### config.mk
export PLATFORM = sky130hd
export DESIGN_NAME = mux_scan_flat
export DESIGN_NICKNAME = d
export VERILOG_FILES = /design/src/rtl/mux_scan_if.sv /design/src/rtl/mux_scan.sv /design/src/flat_wrapper.sv
export SDC_FILE = /design/constraint.sdc
export NUM_CORES = 1
export LEC_CHECK = 0
export ABC_AREA = 1
export CELL_PAD_IN_SITES_DETAIL_PLACEMENT = 0
export CELL_PAD_IN_SITES_GLOBAL_PLACEMENT = 1
export CORE_MARGIN = 5
export CORE_UTILIZATION = 44
export CTS_BUF_LIST = sky130_fd_sc_hd__clkbuf_8
export DETAILED_ROUTE_END_ITERATION = 10
export PLACE_DENSITY_LB_ADDON = 0.15
export SLEW_MARGIN = 10
export SYNTH_ARGS = -nofsm -noshare
export SYNTH_HDL_FRONTEND = slang
export SYNTH_SLANG_ARGS = --single-unit
### constraint.sdc
create_clock -name clk -period 1.95 [get_ports clk]
set_input_delay 0.585 -clock clk [delete_from_list [all_inputs] [get_ports clk]]
set_output_delay 0.585 -clock clk [all_outputs]
set_load 0.02 [all_outputs]
### src/rtl/mux_scan_if.sv
// Scan bus between mux_scan and its driver:
// request/config inputs, mux feedback, select and results.
interface mux_scan_if;
   logic       start;
   logic       cont;
   logic [3:0] mask;
   logic       r;
   logic [1:0] s;
   logic [3:0] q;
   logic       busy;
   logic       done;

   modport master (
      output start, cont, mask, r,
      input  s, q, busy, done
   );

   modport slave (
      input  start, cont, mask, r,
      output s, q, busy, done
   );
endinterface

### src/rtl/mux_scan.sv
// Scans enabled channels of an external 4:1 mux, dwelling on each
// select for DWELL cycles, and publishes the captured bits on q.
module mux_scan #(
   parameter int unsigned DWELL = 2
) (
   input logic        clk,
   input logic        rst_n,
   mux_scan_if.slave  bus
);

   typedef enum logic {
      IDLE = 1'b0,
      SCAN = 1'b1
   } state_e;

   localparam logic [3:0] LAST = 4'(DWELL - 1);

   state_e     state_q;
   logic [1:0] s_q;
   logic [3:0] cnt_q;
   logic [3:0] shadow_q;
   logic [3:0] mask_q;
   logic [3:0] q_q;
   logic       busy_q;
   logic       done_q;

   logic [3:0] cap_d;
   logic [2:0] nxt_d;

   function automatic logic [1:0] lowest(
      input logic [3:0] m
   );
      lowest = 2'd0;
      for (int i = 3; i >= 0; i--) begin
         if (m[i]) lowest = 2'(i);
      end
   endfunction

   // {found, index} of the next enabled channel above idx
   function automatic logic [2:0] above(
      input logic [3:0] m,
      input logic [1:0] idx
   );
      above = 3'b000;
      for (int i = 3; i >= 0; i--) begin
         if (m[i] && (i > int'(idx))) begin
            above = {1'b1, 2'(i)};
         end
      end
   endfunction

   always_comb begin
      cap_d        = shadow_q;
      cap_d[s_q]   = bus.r;
      nxt_d        = above(mask_q, s_q);
   end

   always_ff @(posedge clk or negedge rst_n) begin
      if (!rst_n) begin
         state_q  <= IDLE;
         s_q      <= 2'd0;
         cnt_q    <= 4'd0;
         shadow_q <= 4'd0;
         mask_q   <= 4'd0;
         q_q      <= 4'd0;
         busy_q   <= 1'b0;
         done_q   <= 1'b0;
      end else begin
         done_q <= 1'b0;
         unique case (state_q)
            IDLE: begin
               if (bus.start) begin
                  if (bus.mask == 4'd0) begin
                     q_q    <= 4'd0;
                     done_q <= 1'b1;
                  end else begin
                     mask_q   <= bus.mask;
                     shadow_q <= 4'd0;
                     s_q      <= lowest(bus.mask);
                     cnt_q    <= 4'd0;
                     busy_q   <= 1'b1;
                     state_q  <= SCAN;
                  end
               end
            end
            SCAN: begin
               if (cnt_q != LAST) begin
                  cnt_q <= cnt_q + 4'd1;
               end else begin
                  cnt_q <= 4'd0;
                  if (nxt_d[2]) begin
                     s_q      <= nxt_d[1:0];
                     shadow_q <= cap_d;
                  end else begin
                     // final capture: publish including this bit
                     q_q      <= cap_d;
                     done_q   <= 1'b1;
                     shadow_q <= 4'd0;
                     if (bus.cont) begin
                        s_q <= lowest(mask_q);
                     end else begin
                        s_q     <= 2'd0;
                        busy_q  <= 1'b0;
                        state_q <= IDLE;
                     end
                  end
               end
            end
            default: state_q <= IDLE;
         endcase
      end
   end

   assign bus.s    = s_q;
   assign bus.q    = q_q;
   assign bus.busy = busy_q;
   assign bus.done = done_q;

endmodule

### src/flat_wrapper.sv
// flat-port wrapper written by rule: the top's interface ports become plain ports
module mux_scan_flat 
#(
   parameter int unsigned DWELL = 2
)
  (clk, rst_n, bus_start, bus_cont, bus_mask, bus_r, bus_s, bus_q, bus_busy, bus_done);
  mux_scan_if bus_i ();
  input logic clk;
  input logic rst_n;
  input wire logic [$bits(bus_i.start)-1:0] bus_start;
  input wire logic [$bits(bus_i.cont)-1:0] bus_cont;
  input wire logic [$bits(bus_i.mask)-1:0] bus_mask;
  input wire logic [$bits(bus_i.r)-1:0] bus_r;
  output wire logic [$bits(bus_i.s)-1:0] bus_s;
  output wire logic [$bits(bus_i.q)-1:0] bus_q;
  output wire logic [$bits(bus_i.busy)-1:0] bus_busy;
  output wire logic [$bits(bus_i.done)-1:0] bus_done;
  assign bus_i.start = bus_start;
  assign bus_i.cont = bus_cont;
  assign bus_i.mask = bus_mask;
  assign bus_i.r = bus_r;
  assign bus_s = bus_i.s;
  assign bus_q = bus_i.q;
  assign bus_busy = bus_i.busy;
  assign bus_done = bus_i.done;
  mux_scan #(.DWELL(DWELL)) u_core (.clk(clk), .rst_n(rst_n), .bus(bus_i));
endmodule
==> reports/metrics.yaml <==
synth:
  synth_seq_cells: 21
  yosys.area.top_type: "dfrtp_1"
  synth_cell_type_count: 25
  synthesis.instances: 149
  ys.flop_type: "dfrtp_1"
  syn-num-nets: 160
  yosys_warnings: 0
  synth_commonest_cells: "nand2_1, dfrtp_1, inv_1, nand3_1, nor2_1"
  post-synth-top-count-cell: "nand2_1"
  synth-edff-count: 0
  synthTopCellsByArea: "dfrtp_1, nand2_1, nand3_1, inv_1, o21ai_0"
  yosysSeqAreaShare_pct: 43.9
  synth_top_area_share_pct: 43.9
  syn_area_per_cell_sq_um: 8.04
  syn-cell-area_sq_mm: 0.00120
  synthArstFlopShare_pct: 100
global_routing:
  antenna_found_initial: 0
  grt_pass1_wl_um: 4630
  grt_max_degree: 22
  grt-ovfl-total: 0
  track_usage_pct: 14.2
  grt_pass1_vias: 1009
critical_path:
  path_cells: "clkdlybuf4s50_1"
  cp_max_fo: 2
  critical_path.slowest_cell: "clkdlybuf4s50_1"
  cp-end-kind: "output port"
  crit_required_ps: 1360
  critical_path_class: "reg -> out"
  critPathTopFamily: "buffers and inverters"
  max_stage_delay_ps: 600
  cp_data_arrival_time_ps: 1210
  path_buf_inv: 1
  start_kind: "register"
clock_tree:
  clock-sinks: 21
  post_cts_buffers: 0
  cts.path.max_buffers: 2
  insertion_delay_ps: 260
  cts_tree: "built"
  h-tree-depth: 1
  clkSlewWorstSetupHoldPaths_ps: 80
  root_buffer: "clkbuf_8"
  numCtsBuffers: 3
  holdBufCountCts: 0
sta:
  finalCriticalPeriod_ps: 1790
  slew_violations: 0
  fmax_mhz: 557
  hold_viol: 0
  relSlewSlack_pct: 79.5
  worst_pin_slew_ps: 305
  setup_viol: 0
  finalClockSkew_ps: 3.57
  finalCritPeriodShare_pct: 92.0
  rsz0062_at_grt: "no"
  tns_ps: 0
placed_design:
  detailedPlacementHpwl_um: 2010
  port_buffers: 16
  gp_congestion: 0.774
floorplanning:
  fp.coreArea_sq_mm: 0.00269
  die_area_sq_mm: 0.00386
  start_util_pct: 44.6
  io_pins: 17
  chipWidth_um: 62.2
  placementRows: 19
  fp.dieH_um: 62.2
routing:
  vias: 1008
  wl_met1_um: 1230
  drt-initial-drc-count: 41
  via_per_inst: 5.01
  post_drt_wl_per_cell_um: 12.7
  wl_met3_um: 79
  drtAntennaViolNets: 0
  top_layer_used: "met4"
  wl_met2_um: 1220
  wl_um: 2550
  drc: 0
  dr.pass1.iters: 4
final_layout:
  areaGrowthSynthToFinish_pct: 20.9
  multi_input_area_sq_um: 588
  nets: 182
  antenna_cells: 0
  post-route-util_pct: 53.9
  nFillCells: 258
  ff_latch_area_sq_um: 526
  drive_above_1_share_pct: 15.9
power_and_ir_drop:
  peakVddDrop_mv: 0.757
  p_leak_nw: 0.746
  p_total_mw: 2.31
  power.density_mw_per_mm2: 1600
min_path:
  hold_path_class: "reg -> reg"
outcome:
  status: "complete, no violations"
run:
  drv_cap: 0
-- cell families after synthesis --
logic type	after synthesis	share of synthesized area [%]
and+or+nand+nor	88	38.0
adders and majority gates	2	2.09
AOI/OAI and AO/OA	17	7.52
buffers and inverters	19	7.00
xor gates and xnor gates	2	1.46
DFF	21	43.9
-- per-layer routing --
| layer | track usage (%) | vias to the layer above |
|---|---|---|
| met2 | 22.8 | 11 |
| met1 | 19.9 | 476 |
| li1 | - | 519 |
| met3 | 2.16 | 2 |
| met4 | 3.25 | 0 |
| met5 | 0 | - |
-- registers in the layout, indices dropped and copies added (netlist names) --
name             count
u_core.shadow_q      4
u_core.state_q       1
u_core.bus.s         2
u_core.mask_q        4
u_core.bus.done      1
u_core.bus.q         4
u_core.bus.busy      1
u_core.cnt_q         4
-- stage by stage --
stage / hold WS [ps] / cell area [sq um] / worst slack, ps / cells
3_3_place_gp: 460 / 1400 / 87.1 / 197
6_report: 484 / 1450 / 156 / 201
3_5_place_dp: 467 / 1400 / 88.9 / 197
4_1_cts: 488 / 1450 / 43.6 / 201
5_1_grt: 513 / 1450 / 86.9 / 201
2_1_floorplan: 289 / 1200 / 682 / 149
-- worst paths after layout --
| check | start | end | slack [ps] | cells after the start |
|---|---|---|---|---|
| max | u_core.bus.q[1] | bus_q[1] | 160 | 1 |
| min | u_core.bus.busy | u_core.bus.busy | 480 | 2 |
| max reg2reg | u_core.cnt_q[1] | u_core.shadow_q[1] | 460 | 8 |
| min reg2reg | u_core.bus.busy | u_core.bus.busy | 480 | 2 |
| max in group asynchronous | rst_n | u_core.cnt_q[3] | 1050 | 2 |
| min in group asynchronous | rst_n | u_core.cnt_q[2] | 670 | 2 |
-- area by class of cell --
class                   instances  share of cell area, %
repair buffers                 18                   12.2
clock buffers                   3                   2.85
multi-input cells             109                   40.6
flip-flops and latches         21                   36.3
inverters                      18                   5.01
well taps                      31                   2.68
clock inverters                 1                  0.346
-- timing repair --
item                       in CTS  in global routing
resized for setup               1                  1
setup endpoints to repair       1                  1
hold endpoints to repair        0                  0
-- cell usage in the layout, fill, tap and decap left out, types with 3 or more instances in the layout --
cell / synthesis / layout
a21oi_1: 5 / 5
clkbuf_8: 0 / 3
clkdlybuf4s50_1: 0 / 14
dfrtp_1: 21 / 21
inv_1: 12 / 12
inv_2: 5 / 5
nand2_1: 49 / 49
nand3_1: 12 / 12
nor2_1: 8 / 8
nor2_2: 4 / 4
nor3_1: 4 / 4
o21ai_0: 7 / 7
-- power by group --
| group | switching, mW | internal [mW] |
|---|---|---|
| combinational | 0.774 | 0.482 |
| clock | 0.145 | 0.142 |
| sequential | 0.150 | 0.620 |
| total | 1.07 | 1.24 |
No activity file was read; power rests on OpenSTA's default activity.
